## config.mk

```make
export PLATFORM = sky130hd
export DESIGN_NAME = fb_write_ctrl
export DESIGN_NICKNAME = d
export VERILOG_FILES = /design/src/rtl/fb_write_ctrl.sv
export SDC_FILE = /design/constraint.sdc
export NUM_CORES = 1
export LEC_CHECK = 0
export BUFFER_PORTS_ARGS = -buffer_cell sky130_fd_sc_hd__buf_2
export CAP_MARGIN = 5
export CORE_ASPECT_RATIO = 0.75
export CORE_MARGIN = 2
export CORE_UTILIZATION = 63
export DETAILED_ROUTE_END_ITERATION = 7
export PLACE_DENSITY = 0.85
export SETUP_SLACK_MARGIN = 0.5
export SYNTH_ARGS = -nofsm -noshare
export SYNTH_HDL_FRONTEND = slang
export SYNTH_SLANG_ARGS = --single-unit
export TNS_END_PERCENT = 100
```

## constraint.sdc

```tcl
create_clock -name clk -period 10.2 [get_ports clk]
set_input_delay 0.51 -clock clk [delete_from_list [all_inputs] [get_ports clk]]
set_output_delay 0.51 -clock clk [all_outputs]
set_load 0.005 [all_outputs]
```

## src/rtl/fb_write_ctrl.sv

```systemverilog
// fb_write_ctrl - framebuffer write sequencer.
// Arbitrates the framebuffer write port between the BMP loader pixel stream
// and a solid-colour fill engine. Loader pixels are re-addressed from BMP
// bottom-up row order to top-down framebuffer order when BOTTOM_UP=1.
//
// Ports:
//   clk, rst          : single clock, synchronous active-high reset
//   ld_valid/ld_ready : loader handshake (pixel taken on valid & ready)
//   ld_data, ld_sof   : RGB565 pixel and first-pixel-of-frame qualifier
//   fill_start        : one-cycle fill request, fill_color sampled on accept
//   wr_addr/data/en   : registered framebuffer write port
//   busy              : registered, high while loading or filling
//   frame_done        : pulse with the last pixel write of a frame
//   fill_done         : pulse with the last fill write
//   frame_err         : pulse when ld_sof restarts a frame mid-way
module fb_write_ctrl #(
  parameter int IMG_W     = 240,
  parameter int IMG_H     = 180,
  parameter int DEPTH     = IMG_W * IMG_H,
  parameter int BOTTOM_UP = 1
) (
  input  logic        clk,
  input  logic        rst,
  input  logic        ld_valid,
  output logic        ld_ready,
  input  logic [15:0] ld_data,
  input  logic        ld_sof,
  input  logic        fill_start,
  input  logic [15:0] fill_color,
  output logic [15:0] wr_addr,
  output logic [15:0] wr_data,
  output logic        wr_en,
  output logic        busy,
  output logic        frame_done,
  output logic        fill_done,
  output logic        frame_err
);

  typedef enum logic [1:0] {
    S_IDLE = 2'd0,
    S_LOAD = 2'd1,
    S_FILL = 2'd2
  } state_t;

  // Row base of the first loaded pixel and of the last one.
  localparam logic [15:0] ORIGIN    = (BOTTOM_UP != 0) ? 16'((IMG_H - 1) * IMG_W) : 16'd0;
  localparam logic [15:0] LAST_BASE = (BOTTOM_UP != 0) ? 16'd0 : 16'((IMG_H - 1) * IMG_W);
  localparam logic [15:0] ROW_STEP  = 16'(IMG_W);
  localparam logic [15:0] COL_LAST  = 16'(IMG_W - 1);
  localparam logic [15:0] ADDR_LAST = 16'(DEPTH - 1);

  state_t      state_r, state_s;
  logic [15:0] row_base_r, row_base_s;
  logic [15:0] col_r, col_s;
  logic [15:0] fill_addr_r, fill_addr_s;
  logic [15:0] fill_color_r, fill_color_s;
  logic        pending_r, pending_s;
  logic [15:0] wr_addr_r, wr_addr_s;
  logic [15:0] wr_data_r, wr_data_s;
  logic        wr_en_r, wr_en_s;
  logic        busy_r, busy_s;
  logic        frame_done_r, frame_done_s;
  logic        fill_done_r, fill_done_s;
  logic        frame_err_r, frame_err_s;

  logic        hs_s;
  logic        restart_s;
  logic [15:0] cur_base_s, cur_col_s, pix_addr_s;
  logic [15:0] adv_base_s, adv_col_s;
  logic        row_end_s, frame_end_s;

  assign ld_ready = ~rst & ((state_r == S_LOAD) | ((state_r == S_IDLE) & ~fill_start));
  assign hs_s     = ld_valid & ld_ready;

  // Pixel position: a pixel in IDLE or carrying ld_sof restarts at the origin.
  always_comb begin
    restart_s = (state_r == S_IDLE) | ld_sof;
    if (restart_s) begin
      cur_base_s = ORIGIN;
      cur_col_s  = 16'd0;
    end else begin
      cur_base_s = row_base_r;
      cur_col_s  = col_r;
    end
    pix_addr_s  = cur_base_s + cur_col_s;
    row_end_s   = (cur_col_s == COL_LAST);
    frame_end_s = row_end_s && (cur_base_s == LAST_BASE);
    if (row_end_s) begin
      adv_col_s  = 16'd0;
      adv_base_s = (BOTTOM_UP != 0) ? (cur_base_s - ROW_STEP) : (cur_base_s + ROW_STEP);
    end else begin
      adv_col_s  = cur_col_s + 16'd1;
      adv_base_s = cur_base_s;
    end
  end

  // Next-state and registered-output computation.
  always_comb begin
    state_s      = state_r;
    row_base_s   = row_base_r;
    col_s        = col_r;
    fill_addr_s  = fill_addr_r;
    fill_color_s = fill_color_r;
    pending_s    = pending_r;
    wr_en_s      = 1'b0;
    wr_addr_s    = wr_addr_r;
    wr_data_s    = wr_data_r;
    frame_done_s = 1'b0;
    fill_done_s  = 1'b0;
    frame_err_s  = 1'b0;
    case (state_r)
      S_IDLE: begin
        if (fill_start) begin
          fill_color_s = fill_color;
          fill_addr_s  = 16'd0;
          pending_s    = 1'b0;
          state_s      = S_FILL;
        end else if (hs_s && ld_sof) begin
          wr_en_s    = 1'b1;
          wr_addr_s  = pix_addr_s;
          wr_data_s  = ld_data;
          row_base_s = adv_base_s;
          col_s      = adv_col_s;
          state_s    = S_LOAD;
        end else begin
          state_s = S_IDLE;
        end
      end
      S_LOAD: begin
        // A fill requested mid-frame waits; the latest colour wins.
        if (fill_start) begin
          pending_s    = 1'b1;
          fill_color_s = fill_color;
        end else begin
          pending_s = pending_r;
        end
        if (hs_s) begin
          wr_en_s     = 1'b1;
          wr_addr_s   = pix_addr_s;
          wr_data_s   = ld_data;
          frame_err_s = ld_sof;
          if (frame_end_s) begin
            frame_done_s = 1'b1;
            row_base_s   = ORIGIN;
            col_s        = 16'd0;
            if (pending_r || fill_start) begin
              pending_s   = 1'b0;
              fill_addr_s = 16'd0;
              state_s     = S_FILL;
            end else begin
              state_s = S_IDLE;
            end
          end else begin
            row_base_s = adv_base_s;
            col_s      = adv_col_s;
          end
        end else begin
          state_s = S_LOAD;
        end
      end
      S_FILL: begin
        wr_en_s   = 1'b1;
        wr_addr_s = fill_addr_r;
        wr_data_s = fill_color_r;
        if (fill_addr_r == ADDR_LAST) begin
          fill_done_s = 1'b1;
          fill_addr_s = 16'd0;
          state_s     = S_IDLE;
        end else begin
          fill_addr_s = fill_addr_r + 16'd1;
        end
      end
      default: begin
        state_s = S_IDLE;
      end
    endcase
    busy_s = (state_s == S_LOAD) || (state_s == S_FILL);
  end

  // State and output registers.
  always_ff @(posedge clk) begin
    if (rst) begin
      state_r      <= S_IDLE;
      row_base_r   <= 16'd0;
      col_r        <= 16'd0;
      fill_addr_r  <= 16'd0;
      fill_color_r <= 16'd0;
      pending_r    <= 1'b0;
      wr_addr_r    <= 16'd0;
      wr_data_r    <= 16'd0;
      wr_en_r      <= 1'b0;
      busy_r       <= 1'b0;
      frame_done_r <= 1'b0;
      fill_done_r  <= 1'b0;
      frame_err_r  <= 1'b0;
    end else begin
      state_r      <= state_s;
      row_base_r   <= row_base_s;
      col_r        <= col_s;
      fill_addr_r  <= fill_addr_s;
      fill_color_r <= fill_color_s;
      pending_r    <= pending_s;
      wr_addr_r    <= wr_addr_s;
      wr_data_r    <= wr_data_s;
      wr_en_r      <= wr_en_s;
      busy_r       <= busy_s;
      frame_done_r <= frame_done_s;
      fill_done_r  <= fill_done_s;
      frame_err_r  <= frame_err_s;
    end
  end

  assign wr_addr    = wr_addr_r;
  assign wr_data    = wr_data_r;
  assign wr_en      = wr_en_r;
  assign busy       = busy_r;
  assign frame_done = frame_done_r;
  assign fill_done  = fill_done_r;
  assign frame_err  = frame_err_r;

endmodule

```

==> results by group <==
Power and ir drop
  • P_sw: about 240 µW
  • Sw frac: 27.8%
  • Peak VDD IR: roughly 0.00011 V
  • Pleak: 2.59 nW
  • Clk pwr share: around 36%
  • Pwr/cell area: around 130 nW/µm²
  • Combinational power share: 13.9%
  • Internal: 634 µW
  • Sequential share of power: roughly half

Route
  • Via count: 6,040
  • DRT iter0 DRCs: between 600 and 700
  • Routed vias/inst: roughly 6.4
  • Drt drc: 0
  • Antenna viol nets, final: 0
  • WL/cell: roughly 17 µm
  • DRT Wirelength: between 15,000 and 20,000 µm
  • DR pass1 iterations: 6

CTS
  • Post-cts resize count: 0
  • Clk buf depth: 2
  • Clk root buf: clkbuf_16
  • Total clock sinks: 104
  • Reg clk slew, reported paths: around 70 ps
  • # H-tree levels: 3
  • CTS tree: done
  • Post-CTS setup buffers: 0
  • # hold bufs at CTS: 0
  • Clock Latency Late Sink: between 300 and 400 ps
  • CTS Buf Count: 9

Setup path
  • Worst path slowest cell: o21ba_2
  • Worst setup startpoint: state_r[1]$_SDFF_PP0_
  • WP data arrival: a little under 4000 ps
  • Setup crit end kind: flip-flop
  • Critical path class: reg -> reg
  • FF-to-FF setup slack: 6520 ps
  • Setup crit end: wr_addr[12]$_SDFFE_PP0P_
  • Crit-path max FO: 40
  • R2r endpoint: wr_addr[12]$_SDFFE_PP0P_
  • Worst Reg-to-Reg Cells: 10
  • WP data required: roughly 10,000 ps
  • Cell repeated most along the worst path: a211oi_1
  • Critical R2R Launch: state_r[1]$_SDFF_PP0_
  • Worst path cell trace: o21ba_2, and2_1, ha_1, fa_1, a211oi_1, o21ai_0, a211oi_1, xnor2_1, nand2_1, a311oi_1
  • CP Launch Type: flip-flop
  • Max stage delay on crit path: 510 ps

Place
  • Port-buffer cells: 74
  • Hpwl dp: ~11,000 µm
  • Routability-driven placement congestion ratio: roughly 0.95

STA
  • Slew HR: 29.0%
  • Worst slew pin tran: 1060 ps
  • Peak Freq: approximately 270 MHz
  • RSZ-0062 raised after global routing: false
  • Clock skew: 6.97 ps
  • Final Setup Violations: 0
  • Final Max Slew Viols: 0
  • Fin Hold WS: between 300 and 400 ps
  • Final Hold Fails: 0
  • Final period utilization: between 30% and 40%
  • Fin crit period: ~3700 ps
  • Setup TNS Final: 0 ps

GRT
  • Global-route wire length before repair: about 26,000 µm
  • GRT Total Usage: between 30% and 40%
  • Initial antenna violation count: 0
  • Met3 Use GR: ~6.8%
  • Met2 Usage GRT: about 50%
  • Largest net degree at the start of global routing: 63
  • Grt ovf: 0
  • GRT met1 Usage: a little over two fifths
  • GRT busiest layer: met2
  • Vias in the first global route: 5,309

Floorplanning
  • Chip Height: between 80 and 90 µm
  • Die outline area: roughly 10,000 µm²
  • Area of the core: roughly 9100 µm²
  • Die X: approximately 120 µm
  • Num ports: 75
  • Initial core utilization: approximately 65%
  • Std cell rows: 30

Layout
  • Area grow syn2layout: 10.5%
  • Nets: approximately 860
  • Commonest non-fill, non-tap cell in the layout: nand2_1
  • Layout cell share with drive strength beyond 1: between 10% and 20%
  • Leading cell types in the layout, fill and taps excluded: nand2_1 (116), dfxtp_1 (104), nor2_1 (83)
  • Antenna diode count: 0
  • Filler instances: 699

Synthesis
  • Compound-gate portion of the synthesized area: between 20% and 30%
  • Cell count after synthesis: 766
  • Synth area leaders: dfxtp_1 (35%), nand2_1 (7.3%), nor2_1 (5.2%), a311oi_1 (5.1%), a21oi_1 (4.7%)
  • EDFF count, synth: 0
  • Synth Area in XOR/XNOR: roughly 1.8%
  • Synth Area per Inst: a little under 8 µm²
  • Seq/Total Area, Yosys: 35.0%
  • Main flop type after synthesis: dfxtp_1
  • Largest area contributor in the netlist: dfxtp_1
  • Flops & latches, synth: 104
  • Synth Area in Adders: between 4 and 5%
  • Multiplexer area fraction after synthesis: less than 1%
  • Yosys cell types: between 70 and 80
  • Fraction of registers with async set/reset: 0%
  • Syn Nets: around 800
  • Simple-gate share of the synthesized area: between 30% and 40%
  • Synth top area share: 35.0%
  • Yosys Warn Count: 0
  • Synthesized area: approximately 6000 µm²
  • Combinational family with the most area after synthesis: simple AND/OR/NAND/NOR gates

Run
  • Max Cap Viol: 0

Outcome
  • Status: finished clean

Min path
  • Hold Crit Class: in -> reg
state kept, by name, summed over array words and instances, names as in the netlist, 2 cells and up:
name	flops
state_r	2
fill_addr_r	16
wr_data	16
col_r	16
wr_addr	16
row_base_r	16
fill_color_r	16
worst min path at each step:
stage,slack (ps),to,cells after the start,startpoint
3_5_place_dp,450,fill_color_r[1]$_SDFFE_PP0P_,2,fill_color_r[1]$_SDFFE_PP0P_
3_3_place_gp,440,fill_color_r[8]$_SDFFE_PP0P_,2,fill_color_r[8]$_SDFFE_PP0P_
4_1_cts,390,fill_color_r[7]$_SDFFE_PP0P_,3,fill_color[7]
6_report,400,fill_color_r[7]$_SDFFE_PP0P_,3,fill_color[7]
2_1_floorplan,440,col_r[0]$_SDFFE_PP0P_,2,col_r[0]$_SDFFE_PP0P_
5_1_grt,380,fill_color_r[7]$_SDFFE_PP0P_,3,fill_color[7]
cells in the mapped netlist, types with 3 or more instances:
master	n
nand4_1	7
o21ai_0	40
ha_1	19
or3_1	8
buf_2	14
o21ai_1	4
nor2b_1	3
nor4_1	5
xor2_1	3
a41oi_1	3
o221ai_1	5
inv_1	10
o21a_1	3
nor4b_1	4
a311oi_1	35
nand3_1	33
clkbuf_1	32
and4_1	4
a21oi_1	56
a22oi_1	6
nand2_1	116
a21o_1	8
and3_1	10
nor2_1	83
a31oi_1	4
a211oi_1	10
xnor2_1	9
o21bai_1	3
o211a_1	3
dfxtp_1	104
buf_4	3
nand2b_1	10
and2_1	29
nor3_1	24
routing by layer:
metal	vias to the layer above	wire length (µm)
met2	302	7160
li1	2879	-
met5	-	0
met4	0	381
met1	2826	6960
met3	33	1450
cell families (layout without fill, tap and decap cells):
family / after synthesis / after routing
flip-flops: 104 / 104
adder cells (fa/ha/maj): 20 / 20
AND/OR/NAND/NOR: 359 / 359
AO/OA/AOI/OAI: 208 / 208
buffers and inverters: 61 / 105
multiplexers: 2 / 2
XOR/XNOR: 12 / 12
power groups by stage:
stage                     clock network, mW  logic, mW  registers [mW]
final                                 0.317      0.122           0.439
after global routing                  0.337      0.135           0.441
after CTS                             0.320      0.120           0.439
after detailed placement                  0      0.119           0.448
after global placement                    0      0.116           0.446
after floorplan                           0     0.0806           0.446
area by class of cell:
cell class / instances / area, µm² / area share [%]
inverters: 12 / 45.0 / 0.685
well taps: 128 / 160 / 2.43
flip-flops and latches: 104 / 2080 / 31.7
clock buffers: 10 / 229 / 3.48
clock inverters: 5 / 35.0 / 0.533
repair buffers: 78 / 400 / 6.09
multi-input cells: 601 / 3630 / 55.1
worst max-delay path, delay by kind of cell, from the launching register on:
kind	cells	cell delay, ps
compound gates	5	1860
xor+xnor	1	170
fa+ha+maj	2	700
flops	1	490
simple gates	2	360
stage by stage:
step	cell area, µm²	util (%)	cells	power (mW)	setup WS (ps)
2_1_floorplan	5950	-	766	0.526	6880
3_3_place_gp	6310	69.2	923	0.562	6620
3_5_place_dp	6310	69.2	923	0.567	6530
4_1_cts	6580	72.1	938	0.879	6550
5_1_grt	6580	72.1	938	0.913	6130
6_report	6580	72.1	938	0.877	6520
Note: power is estimated with default switching activity, not from simulation.
